===== src/rtl/hex_readout.sv =====
// hex_readout: renders DIGITS hex characters as 3x5-cell block glyphs at a fixed
// screen position. Datapath writes are double-buffered (shadow -> disp) and only
// take effect at frame_start so a readout never tears. Two-stage pixel pipeline.
// Optional feature: define HEX_READOUT_LZB_EN to blank leading zero digits.
module hex_readout #(
  parameter int unsigned DIGITS   = 4,
  parameter int unsigned X_ORIGIN = 400,
  parameter int unsigned Y_ORIGIN = 171,
  parameter int unsigned SEG      = 20,
  parameter int unsigned GAP      = 20
) (
  input  logic                  clk,
  input  logic                  rst,
  input  logic [4*DIGITS-1:0]   value,
  input  logic                  load,
  input  logic                  frame_start,
  input  logic [9:0]            hcount,
  input  logic [9:0]            vcount,
  output logic                  hit,
  output logic                  applied
);

  localparam int unsigned Pitch = 3 * SEG + GAP;

  logic [4*DIGITS-1:0] shadow, disp;
  logic                pending;

  // Stage-1 registers
  logic                s1_in, s1_blank;
  logic [3:0]          s1_nib;
  logic [2:0]          s1_row;
  logic [1:0]          s1_col;

  // Stage-1 next values
  logic [10:0]         dx, dy;
  logic [31:0]         dxw, dyw;
  logic                in_reg, sel_blank;
  logic [3:0]          sel_nib;
  logic [2:0]          row;
  logic [1:0]          col;
  logic [DIGITS-1:0]   lz;

  // Shadow/display double buffer; a same-cycle load+frame_start bypasses the shadow
  always_ff @(posedge clk) begin
    if (rst) begin
      shadow  <= '0;
      disp    <= '0;
      pending <= 1'b0;
      applied <= 1'b0;
    end else begin
      applied <= 1'b0;
      if (load && frame_start) begin
        shadow  <= value;
        disp    <= value;
        pending <= 1'b0;
        applied <= 1'b1;
      end else if (load) begin
        shadow  <= value;
        pending <= 1'b1;
      end else if (frame_start && pending) begin
        disp    <= shadow;
        pending <= 1'b0;
        applied <= 1'b1;
      end
    end
  end

  // Leading-zero mask, derived from the displayed value
`ifdef HEX_READOUT_LZB_EN
  always_comb begin
    logic zero_run;
    zero_run = 1'b1;
    lz       = '0;
    for (int k = 0; k < int'(DIGITS); k++) begin
      zero_run = zero_run && (disp[4*(int'(DIGITS)-1-k) +: 4] == 4'h0);
      lz[k]    = zero_run && (k < int'(DIGITS) - 1);
    end
  end
`else
  always_comb lz = '0;
`endif

  // Locate the pixel: digit by pitch window, cell by constant SEG multiples
  always_comb begin
    dx        = {1'b0, hcount} - 11'(X_ORIGIN);
    dy        = {1'b0, vcount} - 11'(Y_ORIGIN);
    dxw       = 32'(dx);
    dyw       = 32'(dy);
    in_reg    = 1'b0;
    sel_blank = 1'b0;
    sel_nib   = 4'h0;
    col       = 2'd0;
    for (int k = 0; k < int'(DIGITS); k++) begin
      if (dxw >= 32'(k) * Pitch && dxw < 32'(k) * Pitch + 3 * SEG) begin
        in_reg    = 1'b1;
        sel_nib   = disp[4*(int'(DIGITS)-1-k) +: 4];
        sel_blank = lz[k];
        if (dxw < 32'(k) * Pitch + SEG)          col = 2'd0;
        else if (dxw < 32'(k) * Pitch + 2 * SEG) col = 2'd1;
        else                                     col = 2'd2;
      end
    end
    if (32'(hcount) < X_ORIGIN || 32'(vcount) < Y_ORIGIN || dyw >= 5 * SEG) in_reg = 1'b0;
    if (dyw < SEG)          row = 3'd0;
    else if (dyw < 2 * SEG) row = 3'd1;
    else if (dyw < 3 * SEG) row = 3'd2;
    else if (dyw < 4 * SEG) row = 3'd3;
    else                    row = 3'd4;
  end

  // Stage 1: latch region, nibble, blank and cell coordinates
  always_ff @(posedge clk) begin
    if (rst) begin
      s1_in    <= 1'b0;
      s1_blank <= 1'b0;
      s1_nib   <= 4'h0;
      s1_row   <= 3'd0;
      s1_col   <= 2'd0;
    end else begin
      s1_in    <= in_reg;
      s1_blank <= sel_blank;
      s1_nib   <= sel_nib;
      s1_row   <= row;
      s1_col   <= col;
    end
  end

  // Glyph ROM: five 3-bit rows, top row in [14:12], leftmost column is the MSB
  function automatic logic [14:0] glyph(input logic [3:0] n);
    case (n)
      4'h0:    glyph = 15'b111_101_101_101_111;
      4'h1:    glyph = 15'b001_001_001_001_001;
      4'h2:    glyph = 15'b111_001_111_100_111;
      4'h3:    glyph = 15'b111_001_111_001_111;
      4'h4:    glyph = 15'b101_101_111_001_001;
      4'h5:    glyph = 15'b111_100_111_001_111;
      4'h6:    glyph = 15'b111_100_111_101_111;
      4'h7:    glyph = 15'b111_001_001_001_001;
      4'h8:    glyph = 15'b111_101_111_101_111;
      4'h9:    glyph = 15'b111_101_111_001_111;
      4'hA:    glyph = 15'b111_101_111_101_101;
      4'hB:    glyph = 15'b100_100_111_101_111;
      4'hC:    glyph = 15'b111_100_100_100_111;
      4'hD:    glyph = 15'b001_001_111_101_111;
      4'hE:    glyph = 15'b111_100_111_100_111;
      default: glyph = 15'b111_100_111_100_100;
    endcase
  endfunction

  logic [14:0] g;
  logic [2:0]  row_bits;
  logic        lit;

  // Glyph lookup for the stage-1 cell
  always_comb begin
    g = glyph(s1_nib);
    case (s1_row)
      3'd0:    row_bits = g[14:12];
      3'd1:    row_bits = g[11:9];
      3'd2:    row_bits = g[8:6];
      3'd3:    row_bits = g[5:3];
      default: row_bits = g[2:0];
    endcase
    lit = row_bits[2'd2 - s1_col];
  end

  // Stage 2: registered hit
  always_ff @(posedge clk) begin
    if (rst) hit <= 1'b0;
    else     hit <= s1_in & ~s1_blank & lit;
  end

endmodule


===== config.mk =====
export PLATFORM = sky130hd
export DESIGN_NAME = hex_readout
export DESIGN_NICKNAME = d
export VERILOG_FILES = /design/src/rtl/hex_readout.sv
export SDC_FILE = /design/constraint.sdc
export NUM_CORES = 1
export LEC_CHECK = 0
export CAP_MARGIN = 40
export CORE_AREA = 2 2 74 105
export CTS_CLUSTER_SIZE = 28
export DETAILED_ROUTE_END_ITERATION = 12
export DIE_AREA = 0 0 76 107
export DONT_BUFFER_PORTS = 1
export SYNTH_ARGS = -nofsm -noshare
export SYNTH_HDL_FRONTEND = slang
export SYNTH_SLANG_ARGS = --single-unit

===== constraint.sdc =====
create_clock -name clk -period 4.92 [get_ports clk]
set_input_delay 0.492 -clock clk [delete_from_list [all_inputs] [get_ports clk]]
set_output_delay 0.492 -clock clk [all_outputs]
set_load 0.01 [all_outputs]

; ---- After elaboration in Yosys (flattened, before gate mapping)
; Memories as Yosys holds them, arrays and structs flattened. A register that Yosys moved wholly into a read port is not among the register bits.
; Cells that the tools add are included.
[op_classes]
add_sub_neg = 3
order_cmp = 23
n_eq_ne = 4
mux = 37
bitwise_logic = 1
reduce_logical = 17
[ops]
columns = op, n
row1 = $mux W16, 5
row2 = $lt A11 B6 Y1 const B, 4
row3 = $lt A11 B8 Y1 const B, 4
row4 = $lt A11 B7 Y1 const B, 3
row5 = $lt A11 B9 Y1 const B, 3
row6 = $mux W2, 13
row7 = $ge A11 B7 Y1 const B, 2
row8 = $ge A11 B8 Y1 const B, 2
row9 = $lt A11 B5 Y1 const B, 2
row10 = $mux W4, 5
row11 = $pmux W3 S4, 1
row12 = $mux W1, 11
row13 = $sub A10 B8 Y11 const B, 1
row14 = $sub A10 B9 Y11 const B, 1
row15 = $lt A10 B8 Y1 const B, 1
row16 = $lt A10 B9 Y1 const B, 1
row17 = $eq A3 B2 Y1 const B, 2
row18 = $reduce_bool A2 Y1, 3
row19 = $reduce_or A2 Y1, 3
row20 = $logic_and A1 B1 Y1, 5
row21 = $reduce_or A4 Y1, 1
row22 = $eq A3 B1 Y1 const B, 1
row23 = $logic_not A3 Y1, 1
row24 = $lt A2 B3 Y1 const B, 1
row25 = 8 further kinds, 9
[totals]
regBits = 41
mem_bits_ro = 208
input_bits = 40
output_inout_bits = 2
word_cells = 96
n_memories = 1
[mem_list]
columns = memory, depth, width, read_ports, rd_clocked_by_memory_dff, wr, line
row1 = (name not given), 16, 13, 1, 1, 0, 130  ; case (n)

; ---- Longest topological paths before layout
[depth]
depth_word = 8
ltp_mapped = 16
ltp_nobuf = 13

; ---- Worst setup path before layout
; No wires, ideal clock.
[synth_timing]
path_kind = input-to-reg
from = input port hcount[4]
to = register, netlist name g[5]
setup_time_ps = 122
arrival_ps = 3461
t_required_ps = 4798
setup_slack_ps = 1337
path_stages = 15
path_buffers = 2
cell_sequence = buf_2 inv_1 ha_1 clkbuf_1 xnor2_1 a21oi_1 a31oi_1 nand2_1 a311o_1 and2_4 nor2_1 inv_1 ha_1 nor2b_1 o32a_1
[synth_between]
elab_chain_cells = 7
word_cells_on_any_way = 16
classes_between = 1 x add/sub / 7 x order compare / 5 x mux / 3 x reduce/logical
[synth_rtl]
columns = item, line
row1 = "start, declared", 17  ; input logic [9:0] hcount,
row2 = $sub A10 B9 Y11 (*), 85  ; dx = {1'b0, hcount} - 11'(X_ORIGIN);
row3 = "$lt A11 B6 Y1, or another cell as far along", 94  ; if (dxw >= 32'(k) * Pitch && dxw < 32'(k) * Pitch + 3 * SEG) begin
row4 = $mux W4 / $logic_and A1 B1 Y1 (equally long branches), 94
row5 = $mux W4 (2 in a row), 94
row6 = $mux W4 (*), 94
row7 = $mux W4 (no line) (*), n/a
; Mark *: on every way between the ends. The rest lies on a longest branch, timed or not.
; A chain may end at the register's enable or synchronous reset.

; ---- Worst setup path after layout
[layout_timing]
from = input port hcount[4]
to = register, netlist name g[5]
[layout_between]
elab_chain_cells = 7
word_cells_on_any_way = 16
classes_between = 1 x add/sub / 7 x order compare / 5 x mux / 3 x reduce/logical
[layout_rtl]
columns = item, line
row1 = $sub A10 B9 Y11 (*), 85
row2 = "$lt A11 B6 Y1, or another cell as far along", 94
row3 = $mux W4 / $logic_and A1 B1 Y1 (equally long branches), 94
row4 = $mux W4 (2 in a row), 94
row5 = $mux W4 (*), 94
row6 = $mux W4 (no line) (*), n/a
; Marks and branches as above.

==> results.md <==
* Status: finished clean
* Setup crit end kind: register
* Total via count in the routed design at roughly 2600
* Detailed Routing Iterations Pass 1 at 4
* Maximum clock frequency at approximately 290 MHz
* Routability congestion estimate at 0.921
* Final antenna diode count at 0
* Syn Inst Count at approximately 380
* Die width at between 70 and 80 um
* Number of top-level pins at between 40 and 50
* Main synth FF type: sky130_fd_sc_hd__dfxtp_1
* Buffering stage count on the worst path with inverters included at 2
* Worst setup slack before clock tree synthesis at about 1.2 ns
* First-pass GRT wire length at 11900 um
* Unrepaired setup endpoints after global routing: false
* Height of the die at 107 um
* Final antenna-violating net count at 0
* Warnings, synthesis at 0
* Num Clock Sinks at 54
* Quantity of gates resized following cts at 0
* Cell type of the slowest stage on the worst timing path: sky130_fd_sc_hd__xnor2_1
* Grt ovf at 0
* Final WL at 7030 um
* Area of all placed cells without fillers at about 0.0033 mm^2
* Number of buffers added for setup after CTS at 0
* Core region area at roughly 0.0072 mm^2
* Largest net degree at the start of global routing at 50
* Area enclosed by the die boundary at just over 0.008 mm^2
* Portion of the clock cycle consumed by the worst path in the final layout at 70.2%
* Setup-failing EPs final at 0
* Unique cell type count in the Yosys netlist at 68
* Initial detailed-routing violation count at about 120
* Initial standard-cell utilization of the core at a little over two fifths
* # Max-Cap Violations at 0
* Per-cell via count in the routed design at 5.76
* Area growth from synthesis to final layout at 4.09%
* Drt drc at 0
* Measured slew at the worst slew-check pin at approximately 0.86 ns
* Number of global-route vias before repair at 2618
* Min Tclk post-route at ~3.5 ns
* Register area share after synthesis at 34.3%
* Type of the worst min-delay path: in -> reg
* Max_slew headroom at a little over two fifths
* Cell-by-cell trace of the critical path: inv_1, ha_1, xnor2_1, a21oi_1, a31oi_1, nand2_1, a311o_1, and2_4, nor2_1, inv_1, ha_1, nor2b_1, o32a_1
* TritonCTS clock tree: done
* Power Dens Cells at about 280 mW/mm^2
* Arr. time, crit path at around 3.7 ns
* CTS H-tree lvls at 2
* Max Root-Sink Buffers at 2
* Number of I/O port buffers at 0
* Number of buffers inserted during clock tree synthesis at 5
* Highest fanout seen on the critical path at 13
* Row Count at 37
* Fraction of layout instances using a drive strength above 1 at 6.06%
* Worst clock skew at 0.0131 ns
* Peak VDD IR at 0.000141 V
* Antenna violations before repair at 0
* Average detailed-routed wire length per instance at roughly 15 um
* Number of synthesized register bits at 54
* Syn Area/Cell at between 8 and 9 um^2
* Detailed placement HPWL at 5220 um
* Number of nets in the layout at 410
* Utilization after layout at ~46%
* Final Max Tran Viols at 0
* Critical path startpoint category: primary input
* Max stage delay on crit path at between 0.6 and 0.7 ns
* Family with the most delay on the worst path: compound AO/OA/AOI/OAI gates
* Global Route Usage Sum at roughly 18%
* Static leakage power at 0.00118 uW
* Number of hold buffers added after CTS at 0
* Critical path class: in -> reg
* Insertion delay of the later-clocked pin in the worst-skew pair at 0.31 ns
* Register clock-pin slew on the reported worst setup and hold paths at approximately 0.10 ns
* Root Buffer: sky130_fd_sc_hd__clkbuf_8
* Post-synthesis net count at 426
* Crit path setup slack, layout at approximately 1.5 ns
* Count of endpoints failing hold in the final timing report at 0
* Post-Syn Area at approximately 0.0032 mm^2
* Placed cell area at about 0.0032 mm^2
* Count of flip-flops with a built-in enable after synthesis at 0
* Proportion of register bits with asynchronous set or reset after synthesis at 0%
* Final total negative setup slack at 0 ns
* CP Data Required Time at 5.13 ns
==> Yosys cell counts, types with 2 or more instances <==
cell | count | area, um^2
sky130_fd_sc_hd__o22ai_1 | 11 | 68.8
sky130_fd_sc_hd__and3_1 | 3 | 18.8
sky130_fd_sc_hd__a21o_1 | 2 | 15.0
sky130_fd_sc_hd__nand3_1 | 4 | 20.0
sky130_fd_sc_hd__buf_6 | 2 | 22.5
sky130_fd_sc_hd__nand2_1 | 16 | 60.1
sky130_fd_sc_hd__nor4_1 | 3 | 18.8
sky130_fd_sc_hd__a211oi_1 | 10 | 75.1
sky130_fd_sc_hd__nor3_1 | 20 | 100
sky130_fd_sc_hd__nor2_1 | 57 | 214
sky130_fd_sc_hd__mux4_2 | 3 | 67.6
sky130_fd_sc_hd__a32oi_1 | 2 | 17.5
sky130_fd_sc_hd__a211o_1 | 4 | 35.0
sky130_fd_sc_hd__mux2i_1 | 24 | 240
sky130_fd_sc_hd__and2_1 | 2 | 12.5
sky130_fd_sc_hd__nand3b_1 | 2 | 15.0
sky130_fd_sc_hd__dfxtp_1 | 54 | 1080
sky130_fd_sc_hd__nor2b_1 | 6 | 37.5
sky130_fd_sc_hd__nor3b_1 | 3 | 22.5
sky130_fd_sc_hd__a31oi_1 | 8 | 50.1
sky130_fd_sc_hd__clkbuf_1 | 12 | 45.0
sky130_fd_sc_hd__o211ai_1 | 2 | 15.0
sky130_fd_sc_hd__buf_2 | 3 | 15.0
sky130_fd_sc_hd__o21bai_1 | 2 | 15.0
sky130_fd_sc_hd__ha_1 | 8 | 100
sky130_fd_sc_hd__nand4b_1 | 3 | 26.3
sky130_fd_sc_hd__a21oi_1 | 18 | 90.1
sky130_fd_sc_hd__a22oi_1 | 3 | 22.5
sky130_fd_sc_hd__o21ai_0 | 18 | 90.1
sky130_fd_sc_hd__inv_1 | 21 | 78.8
sky130_fd_sc_hd__or4_1 | 2 | 15.0
sky130_fd_sc_hd__xor2_1 | 3 | 26.3
sky130_fd_sc_hd__nand2b_1 | 8 | 50.1
sky130_fd_sc_hd__buf_1 | 5 | 18.8
==> metrics by stage <==
step,cells,power [uW],hold WS (ns)
finish,460,911,0.235
global route,460,960,0.222
CTS,460,923,0.227
detailed placement,452,619,0.454
global placement,452,616,0.445
floorplan,378,610,0.442
==> logic make-up after synthesis <==
family          count (synthesis)  share of synthesized area (%)
fa+ha+maj                       8                           3.17
simple gates                  141                           22.7
compound gates                 99                           22.6
buf+inv                        44                           5.95
xor+xnor                        4                           1.11
mux                            28                           10.1
flops                          54                           34.3
==> sequential cells by signal (all words and copies together), names as in the netlist <==
signal / count
applied: 1
disp: 16
g: 13
hit: 1
pending: 1
s1_col: 2
s1_in: 1
s1_row: 3
shadow: 16
==> path summary, 6_finish.rpt <==
kind | startpoint | endpoint | slack (ns) | cells after the start
worst max-delay path | hcount[4] | g[5] | 1.46 | 13
worst min-delay path | rst | shadow[1] | 0.24 | 1
worst max register to register | disp[12] | g[1] | 2.82 | 7
worst min register to register | s1_in | hit | 0.47 | 1
==> area by class of cell <==
cell class / count / area [um^2]
Clock inverter: 3 / 47.5
Clock buffer: 5 / 68.8
Inverter: 21 / 78.8
Fill cell: 743 / 3890
Multi-Input combinational cell: 280 / 1890
Sequential cell: 54 / 1080
Tap cell: 97 / 121
==> cell usage in the layout, fill, tap and decap left out, types with 3 or more instances in the layout <==
cell                       netlist  final
sky130_fd_sc_hd__a211o_1         4      4
sky130_fd_sc_hd__a211oi_1       10     10
sky130_fd_sc_hd__a21oi_1        18     18
sky130_fd_sc_hd__a22oi_1         3      3
sky130_fd_sc_hd__a31oi_1         8      8
sky130_fd_sc_hd__and3_1          3      3
sky130_fd_sc_hd__clkbuf_8        0      5
sky130_fd_sc_hd__dfxtp_1        54     54
sky130_fd_sc_hd__ha_1            8      8
sky130_fd_sc_hd__inv_1          21     21
sky130_fd_sc_hd__mux2i_1        24     24
sky130_fd_sc_hd__mux4_2          3      3
sky130_fd_sc_hd__nand2_1        16     16
sky130_fd_sc_hd__nand2b_1        8      8
sky130_fd_sc_hd__nand3_1         4      4
sky130_fd_sc_hd__nand4b_1        3      3
sky130_fd_sc_hd__nor2_1         57     57
sky130_fd_sc_hd__nor2b_1         6      6
sky130_fd_sc_hd__nor3_1         20     20
sky130_fd_sc_hd__nor3b_1         3      3
sky130_fd_sc_hd__nor4_1          3      3
sky130_fd_sc_hd__o21ai_0        18     18
sky130_fd_sc_hd__o22ai_1        11     11
sky130_fd_sc_hd__xor2_1          3      3
==> metal layers <==
layer,GRT usage [%],vias to the layer above,share of wire [%]
li1,-,1340,-
met1,20.6,1249,44
met2,32.3,46,50
met3,4.29,13,4.0
met4,6.36,0,2.2
met5,0,-,0
==> power by group <==
group,total [uW],leakage (uW),internal [uW],switching [uW]
Sequential,477,0.000444,461,15.3
Combinational,132,0.000682,61.1,70.9
Clock,302,0.0000587,154,148
Total,911,0.00118,677,234
Note: power is estimated with default switching activity, not from simulation.
